### config.mk
export PLATFORM = sky130hd
export DESIGN_NAME = fifo_ctrl
export DESIGN_NICKNAME = d
export VERILOG_FILES = /design/src/rtl/fifo_ctrl_pkg.sv /design/src/rtl/fifo_ctrl_oq.sv /design/src/rtl/fifo_ctrl.sv
export SDC_FILE = /design/constraint.sdc
export NUM_CORES = 1
export LEC_CHECK = 0
export ABC_CLOCK_PERIOD_IN_PS = 8100
export CAP_MARGIN = 20
export CORE_ASPECT_RATIO = 0.9
export CORE_MARGIN = 2
export CORE_UTILIZATION = 50
export CTS_BUF_LIST = sky130_fd_sc_hd__clkbuf_8
export DETAILED_ROUTE_END_ITERATION = 8
export GPL_ROUTABILITY_DRIVEN = 0
export HOLD_SLACK_MARGIN = 0.06
export PLACE_DENSITY = 0.95
export SYNTH_ARGS = -nofsm -noshare
export SYNTH_HDL_FRONTEND = slang
export SYNTH_SLANG_ARGS = --single-unit
export TNS_END_PERCENT = 50
### constraint.sdc
create_clock -name clk -period 8.1 [get_ports clk]
set_input_delay 1.215 -clock clk [delete_from_list [all_inputs] [get_ports clk]]
set_output_delay 1.215 -clock clk [all_outputs]
set_load 0.03 [all_outputs]
### src/rtl/fifo_ctrl_pkg.sv
// Shared definitions for the register-file FIFO controller: default widths,
// output-queue state encoding and the occupancy helper used by the issue rule.
package fifo_ctrl_pkg;

    localparam int FIFO_DW = 32;
    localparam int FIFO_AW = 3;

    // Output-queue state doubles as its word count.
    typedef enum logic [1:0] {
        OQ_EMPTY = 2'd0,
        OQ_ONE   = 2'd1,
        OQ_TWO   = 2'd2
    } oq_state_e;

    // Words held or landing in the output queue after this edge, before any new issue.
    function automatic logic [2:0] oq_occupancy(input logic [1:0] cnt, input logic pend,
                                                input logic pop);
        return {1'b0, cnt} + {2'b00, pend} - {2'b00, pop};
    endfunction

endpackage

### src/rtl/fifo_ctrl_oq.sv
// Two-entry output queue: head drives out_data, skid absorbs the read that was
// already in flight when the consumer stalled.
module fifo_ctrl_oq
    import fifo_ctrl_pkg::*;
#(
    parameter int DW = FIFO_DW
) (
    input  logic          clk,
    input  logic          clr,
    input  logic          load,
    input  logic [DW-1:0] load_data,
    input  logic          pop,
    output logic [DW-1:0] head,
    output logic          valid,
    output oq_state_e     state
);

    logic [DW-1:0] skid;

    assign valid = (state != OQ_EMPTY);

    always_ff @(posedge clk) begin
        if (clr) begin
            state <= OQ_EMPTY;
            head  <= '0;
            skid  <= '0;
        end else begin
            case (state)
                OQ_EMPTY: begin
                    if (load) begin
                        head  <= load_data;
                        state <= OQ_ONE;
                    end
                end
                OQ_ONE: begin
                    if (load && pop) begin
                        head <= load_data;
                    end else if (load) begin
                        skid  <= load_data;
                        state <= OQ_TWO;
                    end else if (pop) begin
                        // head keeps its stale word; consumers ignore it while empty
                        state <= OQ_EMPTY;
                    end
                end
                OQ_TWO: begin
                    if (pop) begin
                        head <= skid;
                        if (load) begin
                            skid <= load_data;
                        end else begin
                            state <= OQ_ONE;
                        end
                    end
                end
                default: state <= OQ_EMPTY;
            endcase
        end
    end

endmodule

### src/rtl/fifo_ctrl.sv
// FIFO sequencer for a synchronous-read register file: pointers, occupancy and
// read issue live here; the output queue hides the one-cycle read latency.
module fifo_ctrl
    import fifo_ctrl_pkg::*;
#(
    parameter int DW = FIFO_DW,
    parameter int AW = FIFO_AW
) (
    input  logic          clk,
    input  logic          rst,
    input  logic          flush,
    input  logic          in_valid,
    output logic          in_ready,
    input  logic [DW-1:0] in_data,
    output logic          out_valid,
    input  logic          out_ready,
    output logic [DW-1:0] out_data,
    output logic          rf_wr_en,
    output logic [AW-1:0] rf_wr_addr,
    output logic [DW-1:0] rf_wr_data,
    output logic [AW-1:0] rf_rd_addr,
    input  logic [DW-1:0] rf_rdata,
    output logic [AW:0]   rf_count
);

    localparam int         DEPTH      = 1 << AW;
    localparam logic [AW:0] FULL_COUNT = (AW+1)'(DEPTH);

    logic [AW-1:0] wr_ptr;
    logic [AW-1:0] rd_ptr;
    logic [AW:0]   count;
    logic          rd_pend;
    logic          push;
    logic          pop;
    logic          issue;
    logic [2:0]    occ_after;
    oq_state_e     oq_state;

    // Handshakes: a word moves on an edge where valid & ready are both high; valid never
    // waits on ready, and in_ready depends on registered state only.
    assign in_ready   = (count != FULL_COUNT);
    assign push       = in_valid & in_ready;
    assign pop        = out_valid & out_ready;
    assign rf_wr_en   = push;
    assign rf_wr_addr = wr_ptr;
    assign rf_wr_data = in_data;
    assign rf_rd_addr = rd_ptr;
    assign rf_count   = count;

    // Only words already counted are read, so a same-edge write to rd_ptr is never fetched.
    assign occ_after = oq_occupancy(oq_state, rd_pend, pop);
    assign issue     = (count != '0) && (occ_after < 3'd2);

    always_ff @(posedge clk) begin
        if (rst || flush) begin
            wr_ptr  <= '0;
            rd_ptr  <= '0;
            count   <= '0;
            rd_pend <= 1'b0;
        end else begin
            if (push) begin
                wr_ptr <= wr_ptr + 1'b1;
            end
            if (issue) begin
                rd_ptr <= rd_ptr + 1'b1;
            end
            rd_pend <= issue;
            count   <= count + (AW+1)'(push) - (AW+1)'(issue);
        end
    end

    fifo_ctrl_oq #(.DW(DW)) u_oq (
        .clk       (clk),
        .clr       (rst | flush),
        .load      (rd_pend),
        .load_data (rf_rdata),
        .pop       (pop),
        .head      (out_data),
        .valid     (out_valid),
        .state     (oq_state)
    );

endmodule

== Yosys cells after proc, flatten, opt, wreduce, memory -nomap -nowiden ==
Cells that the tools add are included.
W data, S select, Z words.
Storage, ports and cells
  register bits: 77
  input bits: 69
  output and inout bits: 77
Operators by class
  $add $sub $neg: 6
  magnitude comparators: 1
  eq/ne operators: 9
  mux-type cells: 15
  bitwise operators: 3
  reductions and logical operators: 11
Operator list (count)
  $mux W32: 6
  $pmux W32 S3: 1
  $pmux W32 S2: 1
  $mux W2: 6
  $ne A2 B2 Y1 const B: 4
  $add A3 B1 Y3 const B: 2
  $pmux W2 S3: 1
  $reduce_and A5 Y1: 1
  $add A4 B1 Y4: 1
  $ne A4 B4 Y1 const B: 1
  $reduce_and A4 Y1: 1
  $reduce_bool A2 Y1: 2
  $reduce_bool A4 Y1: 1
  $sub A4 B1 Y4: 1
  $add A2 B1 Y3: 1
  $lt A3 B2 Y1 const B: 1
  $ne A3 B3 Y1 const B: 1
  $reduce_and A3 Y1: 1
  $reduce_bool A3 Y1: 1
  $sub A3 B1 Y3: 1
  $and A1 B1 Y1: 2
  $eq A2 B1 Y1 const B: 1
  $eq A2 B2 Y1 const B: 1
  $logic_and A1 B1 Y1: 2
  4 further kinds: 4

== Logic depth before layout (Yosys ltp) ==
Gate-level depths: netlist (run 1).
  depth after elaboration: 6
  depth in mapped cells: 14

== By module ==
From an unflattened synthesis (run 1), not the netlist that was laid out.
Unflattened totals
  cell total of the unflattened synthesis: 416
  area, all modules: 4107.7 um^2
Modules (own cells, without submodules)
  fifo_ctrl_oq: times used 1, cells an instance 310, area each 3191.8 um^2, sequential area each 1321.3 um^2
  fifo_ctrl: times used 1, cells an instance 106, area each 915.9 um^2, sequential area each 220.2 um^2

== Worst setup path before layout (run 1) ==
Ideal clock, no wire load.
  kind: input to register
  start point: input out_ready
  end point: register count[2], in the netlist rf_count[2]
  library setup time: 0.120 ns
  arrival: 3.692 ns
  required time: 7.980 ns
  slack: 4.287 ns
  cell stages on the path: 13
  buffers on the path: 1
  path through: buf_2 and3b_1 o21ai_0 fa_1 inv_1 nor3_1 ha_1 inv_1 ha_1 inv_1 fa_1 xor2_1 nor2_1
On the way
  longest elaborated chain between the ends: 5
RTL lines
  start: declaration: line fifo_ctrl.sv:16  | input logic out_ready,
  $and A1 B1 Y1: line fifo_ctrl.sv:43  | assign pop = out_valid & out_ready;
  $sub A3 B1 Y3: line fifo_ctrl_pkg.sv:18  | return {1'b0, cnt} + {2'b00, pend} - {2'b00, pop};
  $lt A3 B2 Y1: line fifo_ctrl.sv:52  | assign issue = (count != '0) && (occ_after < 3'd2);
  $logic_and A1 B1 Y1: line fifo_ctrl.sv:52
  named net issue: line fifo_ctrl.sv:35  | logic issue;
  $sub A4 B1 Y4: line fifo_ctrl.sv:68  | count <= count + (AW+1)'(push) - (AW+1)'(issue);
  end signal: assignment: line fifo_ctrl.sv:68
  end: declaration: line fifo_ctrl.sv:31  | logic [AW:0] count;
The timed path passes the listed nets, and every way through them passes these cells.
A chain may end at the register's enable or synchronous reset.

== Final worst setup path (run 1) ==
Same ends and word-level chain as after synthesis.

==> results.py, run 1 <==
metrics = {
    "worst_setup_path": {
        "path_max_fanout": 10,
        "end_kind": "flop",
        "critPathLaunchType": "input port",
        "crit_path_cell_trace": "clkdlybuf4s50_1 -> and3b_1 -> o21ai_0 -> fa_1 -> inv_1 -> nor3_1 -> ha_1 -> inv_1 -> ha_1 -> inv_1 -> fa_1 -> xor2_1 -> nor2_1",
        "path_class": "in2reg",
        "critPathTopFamily": "adder cells",
        "worstPathBufferInverterCount": 4,
        "critical_path_required_ns": 8.28,
        "slowest_stage": "clkdlybuf4s50_1",
        "cp.arrival_ns": 4.49,
        "critPathMostFrequentCell": "inv_1",
        "cpPeakStageDelay_ns": 0.64,
    },
    "floorplanning": {
        "core-area_um2": 7951,
        "num_rows": 31,
        "ios": 146,
        "dieArea_um2": 8863,
        "initial_utilization": 0.5109,
        "die_h_um": 89.52,
        "die_w_um": 99.02,
    },
    "pwr": {
        "power-per-cell-area_nw_per_um2": 248.4,
        "power.switching_mw": 0.4166,
        "cellInternalPower_mw": 0.7866,
        "switching_share": 0.3462,
        "power_frac_clock": 0.276,
        "p_seq_frac": 0.364,
        "leakage_nw": 1.851,
        "max-vdd-ir-drop_uv": 99.13,
        "combPwrFrac": 0.360,
    },
    "drt": {
        "vias": 3058,
        "drtPass1Iterations": 4,
        "drt-wirelength-per-cell_um": 16.69,
        "drc": 0,
        "wirelength_mm": 9.147,
        "viasPerCell": 5.580,
        "ant_nets": 0,
        "dr.first_iter.drc_count": 110,
    },
    "timing": {
        "grt_setup_unrepaired": "no",
        "fin_ws_ns": 3.790,
        "max_freq_mhz": 232.0,
        "worst_slew_pin_slew_ns": 1.158,
        "hold_violations": 0,
        "slew_headroom": 0.2280,
        "setup_violations": 0,
        "period_needed_ns": 4.310,
        "slew_viol_final": 0,
        "skew_ns": 0.006006,
        "setup-tns-final_ns": 0,
        "fin_crit_sh": 0.5321,
    },
    "logic_synthesis": {
        "synth_top_family_by_area": "compound AO/OA/AOI/OAI gates",
        "synth.distinct_cells": 36,
        "avgSynthCellArea_um2": 9.813,
        "yosys_warnings": 0,
        "ys_ff_latch": 77,
        "synth-xor-area-share": 0.004312,
        "synth_simple_gate_area_frac": 0.1066,
        "synthesis.area_um2": 4063,
        "synth.area.mux_share": 0.1712,
        "synth_fp_nets": 493,
        "yosysSeqAreaShare": 0.3794,
        "netlist_instances": 414,
        "synth_compound_area_frac": 0.1805,
        "synthAdderAreaFrac": 0.03449,
    },
    "clock_network": {
        "clk_pin_slew_ns": 0.08,
        "clk_path_buf_depth": 2,
        "root_buffer": "clkbuf_8",
        "hold_buffers": 0,
        "clk_latency_ns": 0.34,
        "cts_sinks": 77,
        "numCtsBuffers": 9,
        "cts_max_level": 3,
        "post_cts_buffers": 0,
        "cts_tree": "yes",
        "cts_resized": 0,
    },
    "cells_and_area": {
        "most-common-layout-cells": "clkdlybuf4s50_1, dfxtp_1, nand2_1",
        "finish.net_count": 523,
        "regArea_um2": 1541,
        "final_common_cell": "clkdlybuf4s50_1",
        "num_antenna_cells": 0,
        "syn2layout_area_growth_pct": 19.25,
        "drive_above_1_share": 0.1292,
        "nFillCells": 643,
        "multi_input_area_um2": 2031,
    },
    "place": {
        "place_ws_ns": 3.439,
        "io_buffers": 81,
        "hpwl_mm": 5.996,
    },
    "worst_hold_path": {
        "hp-class": "reg2reg",
    },
    "grt": {
        "grt_max_degree": 50,
        "grt_pass1_wl_mm": 14.93,
        "grt_pass1_vias": 3152,
        "antenna_found_initial": 0,
        "grtUsageTotal": 0.2104,
        "overflow": 0,
    },
    "run_status": {
        "run_status": "complete, no violations",
    },
    "flow_run": {
        "drv_cap": 0,
    },
}
worst min-delay path: cells and delay by family, from the launching register on:
family           cells  cell delay (ns)
multiplexers         1             0.05
AND/OR/NAND/NOR      1             0.05
flip-flops           1             0.31
power groups by stage:
| stage | Sequential, mW | Combinational, mW | Clock (mW) |
|---|---|---|---|
| 3_5_place_dp | 0.447 | 0.432 | 0 |
| 3_3_place_gp | 0.444 | 0.406 | 0 |
| 5_1_grt | 0.443 | 0.468 | 0.360 |
| 2_1_floorplan | 0.502 | 0.272 | 0 |
| 6_report | 0.438 | 0.433 | 0.332 |
| 4_1_cts | 0.438 | 0.433 | 0.340 |
per-stage QoR:
step / area [µm²] / utilization / total power, mW / hold WS, ns / instances
after floorplan: 4063 / - / 0.7741 / 0.4341 / 414
after global placement: 4571 / 0.5748 / 0.8503 / 0.4412 / 530
after detailed placement: 4571 / 0.5748 / 0.8783 / 0.4502 / 530
after CTS: 4805 / 0.6042 / 1.212 / 0.4624 / 546
after global routing: 4845 / 0.6093 / 1.271 / 0.4779 / 548
final: 4845 / 0.6093 / 1.203 / 0.4600 / 548
metal layers:
| layer | wire, µm | global-route usage | vias to the layer above |
|---|---|---|---|
| met5 | 0 | 0 | - |
| met4 | 198 | 0.08966 | 0 |
| met3 | 360 | 0.05317 | 23 |
| met2 | 4791 | 0.3968 | 77 |
| met1 | 3797 | 0.2262 | 1475 |
| li1 | - | - | 1483 |
final timing paths:
check | start | to | slack (ns) | depth (start not counted)
worst max-delay path | out_ready | rf_count[2] | 3.79 | 13
worst min-delay path | u_oq.skid[13] | u_oq.skid[13] | 0.46 | 2
worst max register to register | u_oq.state[1] | rf_count[2] | 4.68 | 12
worst min register to register | u_oq.skid[13] | u_oq.skid[13] | 0.46 | 2
cell type report:
type                    instances  share of cell area
clock buffers                  11             0.03125
clock inverters                 5             0.01705
inverters                      13             0.01007
multi-input cells             258              0.4192
flip-flops and latches         77              0.3182
well taps                      99             0.02557
repair buffers                 85              0.1787
sequential cells by signal, summed over array words and instances (netlist names):
register,flops
u_oq.state,2
u_oq.skid,32
u_oq.head,32
rf_rd_addr,3
rf_count,4
rd_pend,1
rf_wr_addr,3
logic make-up (layout without fill, tap and decap cells):
| logic type | count (synthesis) | after routing |
|---|---|---|
| DFF | 77 | 77 |
| and+or+nand+nor | 97 | 97 |
| buffers and inverters | 79 | 114 |
| muxes | 69 | 69 |
| adders and majority gates | 10 | 10 |
| xor gates and xnor gates | 2 | 2 |
| AOI/OAI and AO/OA | 80 | 80 |
cell usage after synthesis:
cell / number / area, µm²
o31ai_1: 1 / 7.510
or3_1: 4 / 25.02
mux2i_1: 68 / 680.7
nand3_1: 1 / 5.000
and2_1: 1 / 6.260
xor2_1: 2 / 17.52
buf_2: 11 / 55.05
o21ai_0: 3 / 15.01
buf_4: 33 / 247.7
a21o_1: 1 / 7.510
a211oi_1: 34 / 255.2
buf_6: 8 / 90.09
nand2_1: 70 / 262.8
nor3b_1: 3 / 22.52
nor4_1: 1 / 6.260
nor2_1: 5 / 18.77
or3b_2: 1 / 8.760
or4b_1: 1 / 10.01
o21a_1: 3 / 22.52
a21o_4: 1 / 15.01
fa_1: 2 / 40.04
nand2b_1: 2 / 12.51
clkinv_1: 1 / 3.750
or2_2: 2 / 12.51
dfxtp_1: 77 / 1541
nor3_1: 2 / 10.01
clkbuf_1: 12 / 45.04
nand3b_1: 1 / 7.510
mux2_4: 1 / 15.01
or4_1: 1 / 7.510
a21oi_1: 7 / 35.03
inv_1: 12 / 45.04
a211oi_2: 30 / 375.4
ha_1: 8 / 100.1
clkbuf_4: 2 / 15.01
and3b_1: 2 / 17.52
Power figures use the tool's default switching activity.
==> run 2: changes to the inputs <==
- ABC_CLOCK_PERIOD_IN_PS: 8100 -> 4200
- CORE_UTILIZATION: 50 -> 47
- PLACE_DENSITY: 0.95 -> 0.92
- clock period: 8.1 -> 4.2 ns (I/O delays scaled with it)
==> run 2 against run 1 <==
  * Critical endpoint unchanged
  * Largest power group is now combinational cells
  * Largest cell class unchanged
  * Clock power is 100% higher
  * Wire length is 1.5% higher
  * Power is 97% higher
==> results.py, run 2 (same netlist as run 1, synthesis figures left out) <==
metrics = {
    "run_status": {
        "run_status": "complete, no violations",
    },
    "floorplanning": {
        "core-area_um2": 8488,
        "ios": 146,
        "num_rows": 32,
        "dieArea_um2": 9404,
        "die_h_um": 92.20,
        "die_w_um": 102,
        "initial_utilization": 0.4786,
    },
    "timing": {
        "hold_violations": 0,
        "holdWs_ns": 0.4615,
        "setup_violations": 0,
        "slew_viol_final": 0,
        "fin_ws_ns": 0.7339,
        "fin_crit_sh": 0.8253,
        "period_needed_ns": 3.466,
        "setup-tns-final_ns": 0,
        "max_freq_mhz": 288.5,
        "grt_setup_unrepaired": "no",
        "skew_ns": 0.007455,
        "worst_slew_pin_slew_ns": 1.057,
        "slew_headroom": 0.2953,
    },
    "cells_and_area": {
        "multi_input_area_um2": 2031,
        "finish.net_count": 525,
        "nFillCells": 753,
        "num_antenna_cells": 0,
        "most-common-layout-cells": "clkdlybuf4s50_1, dfxtp_1, nand2_1",
        "final_common_cell": "clkdlybuf4s50_1",
        "regArea_um2": 1541,
        "syn2layout_area_growth_pct": 20.36,
        "drive_above_1_share": 0.1308,
        "finish.utilization": 0.5761,
        "design_area_um2": 4890,
    },
    "clock_network": {
        "cts_tree": "yes",
        "numCtsBuffers": 9,
        "clk_pin_slew_ns": 0.08,
        "cts_max_level": 3,
        "post_cts_buffers": 0,
        "cts_sinks": 77,
        "clk_latency_ns": 0.34,
        "clk_path_buf_depth": 2,
        "hold_buffers": 0,
        "cts_resized": 0,
        "root_buffer": "clkbuf_8",
    },
    "pwr": {
        "max-vdd-ir-drop_uv": 188.4,
        "power-per-cell-area_nw_per_um2": 483.8,
        "leakage_nw": 1.860,
    },
    "drt": {
        "drt-wirelength-per-cell_um": 16.29,
        "drc": 0,
        "wirelength_mm": 9.285,
        "ant_nets": 0,
        "dr.first_iter.drc_count": 119,
        "vias": 3069,
        "viasPerCell": 5.384,
        "drtPass1Iterations": 4,
    },
    "worst_hold_path": {
        "hp-class": "reg2reg",
    },
    "grt": {
        "overflow": 0,
        "grt_max_degree": 52,
        "grt_pass1_wl_mm": 15.02,
        "grt_pass1_vias": 3122,
        "grtUsageTotal": 0.2014,
        "antenna_found_initial": 0,
    },
    "worst_setup_path": {
        "critPathLaunchType": "input port",
        "path_class": "in2reg",
        "critical_path_required_ns": 4.43,
        "path_max_fanout": 10,
        "cp.arrival_ns": 3.69,
        "end_kind": "flop",
    },
    "place": {
        "place_ws_ns": 0.3421,
        "detailed_place.area_um2": 4611,
        "hpwl_mm": 6.069,
        "io_buffers": 81,
    },
    "flow_run": {
        "drv_cap": 0,
    },
}
run 2: final timing paths:
path | startpoint | endpoint | slack, ns | cells after the start
worst max-delay path | out_ready | rf_count[2] | 0.73 | 13
worst min-delay path | u_oq.skid[17] | u_oq.skid[17] | 0.46 | 2
worst max register to register | u_oq.state[1] | rf_count[2] | 1.07 | 12
worst min register to register | u_oq.skid[17] | u_oq.skid[17] | 0.46 | 2
run 2: layout make-up:
| cell class | instances | share of cell area |
|---|---|---|
| clock buffer | 9 | 0.02533 |
| clock inverter | 7 | 0.02354 |
| inverter | 13 | 0.009980 |
| multi-input combinational | 258 | 0.4153 |
| sequential | 77 | 0.3153 |
| tap | 119 | 0.03045 |
| timing repair buffer | 87 | 0.1801 |
run 2: routing by layer:
layer | routed length [µm] | part of all wire | track usage
met4 | 115 | 0.012 | 0.05556
met3 | 344 | 0.037 | 0.04954
met2 | 4749 | 0.51 | 0.3596
met1 | 4076 | 0.44 | 0.2373
met5 | 0 | 0 | 0
run 2: report_power, final:
| group | internal (mW) | leakage (nW) | switching [mW] | total, mW |
|---|---|---|---|---|
| logic | 0.365 | 1.12 | 0.484 | 0.849 |
| clock network | 0.393 | 0.121 | 0.276 | 0.669 |
| registers | 0.794 | 0.623 | 0.0535 | 0.847 |
| total | 1.55 | 1.86 | 0.813 | 2.37 |
run 2: stage by stage:
step / power (mW) / cells
2_1_floorplan: 1.493 / 414
3_3_place_gp: 1.661 / 552
3_5_place_dp: 1.712 / 552
4_1_cts: 2.387 / 568
5_1_grt: 2.488 / 570
6_report: 2.366 / 570
run 2: critical path, stage by stage:
cell and delay, ns:
clkdlybuf4s50_1 0.65, and3b_1 0.27, o21ai_0 0.14, fa_1 0.55
inv_1 0.06, nor3_1 0.26, ha_1 0.28, inv_1 0.06
ha_1 0.16, inv_1 0.06, fa_1 0.37, xor2_1 0.15
nor2_1 0.05
==> run 3: changes to the inputs <==
- ABC_CLOCK_PERIOD_IN_PS: 4200 -> 3400
- clock period: 4.2 -> 3.4 ns (I/O delays scaled with it)
==> run 3 against run 2 <==
  * Hold slack got worse by 0.0050 ns
  * Largest cell class unchanged
  * Design area increased by 0.23%
  * Clock skew increased by 0.0031 ns
  * Utilization increased by 0.13 points
  * Wire length decreased by 3.3%
  * Highest routed layer unchanged
  * Die area unchanged
  * Clock-buffer cell count unchanged
  * Critical path depth unchanged
  * Global-route usage decreased by 0.54 points
==> results.py, run 3 (same netlist as run 1, synthesis figures left out) <==
metrics = {
    "run_status": {
        "run_status": "complete, no violations",
    },
    "clock_network": {
        "clk_path_buf_depth": 2,
        "cts_sinks": 77,
        "root_buffer": "clkbuf_8",
        "hold_buffers": 0,
        "cts_max_level": 3,
        "cts_resized": 0,
        "post_cts_buffers": 0,
        "cts_tree": "yes",
        "clk_latency_ns": 0.34,
        "clk_pin_slew_ns": 0.08,
        "numCtsBuffers": 9,
    },
    "drt": {
        "wirelength_mm": 8.981,
        "viasPerCell": 5.357,
        "drtPass1Iterations": 4,
        "drt-wirelength-per-cell_um": 15.70,
        "vias": 3064,
        "drc": 0,
        "ant_nets": 0,
        "dr.first_iter.drc_count": 91,
    },
    "worst_setup_path": {
        "end_kind": "flop",
        "critPathLaunchType": "input port",
        "path_class": "in2reg",
        "reg2reg_depth": 12,
        "slowest_stage": "fa_1",
        "critical_path_required_ns": 3.60,
        "cp.arrival_ns": 3.40,
        "crit_path_cell_trace": "clkdlybuf4s50_1 -> and3b_1 -> o21ai_0 -> fa_1 -> inv_1 -> nor3_1 -> ha_1 -> inv_1 -> ha_1 -> inv_1 -> fa_1 -> xor2_1 -> nor2_1",
        "cpPeakStageDelay_ns": 0.54,
        "critPathMostFrequentCell": "inv_1",
        "path_max_fanout": 3,
    },
    "timing": {
        "period_needed_ns": 3.192,
        "max_freq_mhz": 313.3,
        "slew_viol_final": 0,
        "holdWs_ns": 0.4565,
        "hold_violations": 0,
        "worst_slew_pin_slew_ns": 1.105,
        "setup-tns-final_ns": 0,
        "fin_crit_sh": 0.9388,
        "grt_setup_unrepaired": "no",
        "fin_ws_ns": 0.2082,
        "setup_violations": 0,
        "skew_ns": 0.01053,
        "slew_headroom": 0.2636,
    },
    "cells_and_area": {
        "syn2layout_area_growth_pct": 20.63,
        "final_common_cell": "clkdlybuf4s50_1",
        "most-common-layout-cells": "clkdlybuf4s50_1, dfxtp_1, nand2_1",
        "num_antenna_cells": 0,
        "finish.utilization": 0.5774,
        "finish.net_count": 527,
        "nFillCells": 740,
        "drive_above_1_share": 0.1347,
        "design_area_um2": 4901,
    },
    "pwr": {
        "power.switching_mw": 0.9961,
        "leakage_nw": 1.869,
        "max-vdd-ir-drop_uv": 252.8,
        "switching_share": 0.3507,
        "power-per-cell-area_nw_per_um2": 579.5,
        "cellInternalPower_mw": 1.844,
        "combPwrFrac": 0.368,
        "power_frac_clock": 0.265,
        "p_seq_frac": 0.368,
    },
    "grt": {
        "grt_max_degree": 52,
        "grt_pass1_vias": 3090,
        "grt_pass1_wl_mm": 14.66,
        "grtUsageTotal": 0.1960,
        "antenna_found_initial": 0,
        "overflow": 0,
    },
    "floorplanning": {
        "ios": 146,
        "initial_utilization": 0.4786,
        "core-area_um2": 8488,
        "dieArea_um2": 9404,
        "die_h_um": 92.20,
        "die_w_um": 102,
        "num_rows": 32,
    },
    "place": {
        "detailed_place.area_um2": 4658,
        "io_buffers": 81,
        "hpwl_mm": 6.000,
        "place_ws_ns": -0.1834,
    },
    "worst_hold_path": {
        "holdPathStages": 2,
        "hp-class": "reg2reg",
    },
    "flow_run": {
        "drv_cap": 0,
    },
}
run 3: changes by cell type in the layout (fill, tap and decap cells not counted):
| cell | change |
|---|---|
| buf_16 | +1 |
| buf_4 | +1 |
| bufinv_16 | -1 |
| clkinv_2 | +1 |
| clkinv_4 | +1 |
| clkinvlp_4 | -1 |
run 3: cell type report:
class                   count  area (µm²)  share of cell area
multi-input cells         258        2031              0.4143
flip-flops and latches     77        1541              0.3145
repair buffers             89       915.9              0.1869
well taps                 119       148.9             0.03038
clock buffers               9       123.9             0.02527
clock inverters             7       91.34             0.01864
inverters                  13       48.80            0.009957
run 3: routing by layer:
metal / track usage / share of wire / vias up
li1: - / - / 1495
met1: 0.2360 / 0.44 / 1478
met2: 0.3394 / 0.51 / 77
met3: 0.05412 / 0.039 / 14
met4: 0.05556 / 0.010 / 0
met5: 0 / 0 / -
run 3: metrics by stage:
step                total power, mW  std cells
finish                        2.840        572
global route                  2.992        572
CTS                           2.865        571
detailed placement            2.112        555
global placement              2.054        555
floorplan                     1.844        414
run 3: power groups by stage:
stage          combinational (mW)  clock (mW)  sequential [mW]
2_1_floorplan               0.647           0             1.20
3_3_place_gp                0.994           0             1.06
3_5_place_dp                 1.05           0             1.06
4_1_cts                      1.05       0.771             1.04
5_1_grt                      1.13       0.807             1.06
6_report                     1.04       0.751             1.04
run 3: worst paths after layout:
| path | from | endpoint | slack (ns) |
|---|---|---|---|
| min reg2reg | u_oq.skid[20] | u_oq.skid[20] | 0.46 |
| max | out_ready | rf_count[2] | 0.21 |
| min | u_oq.skid[20] | u_oq.skid[20] | 0.46 |
| max reg2reg | u_oq.state[1] | rf_count[2] | 0.25 |
run 3: worst max-delay path, delay by kind of cell:
| family | cells | cell delay [ns] |
|---|---|---|
| buf+inv | 4 | 0.68 |
| fa+ha+maj | 4 | 1.38 |
| xor+xnor | 1 | 0.13 |
| simple gates | 3 | 0.57 |
| compound gates | 1 | 0.12 |
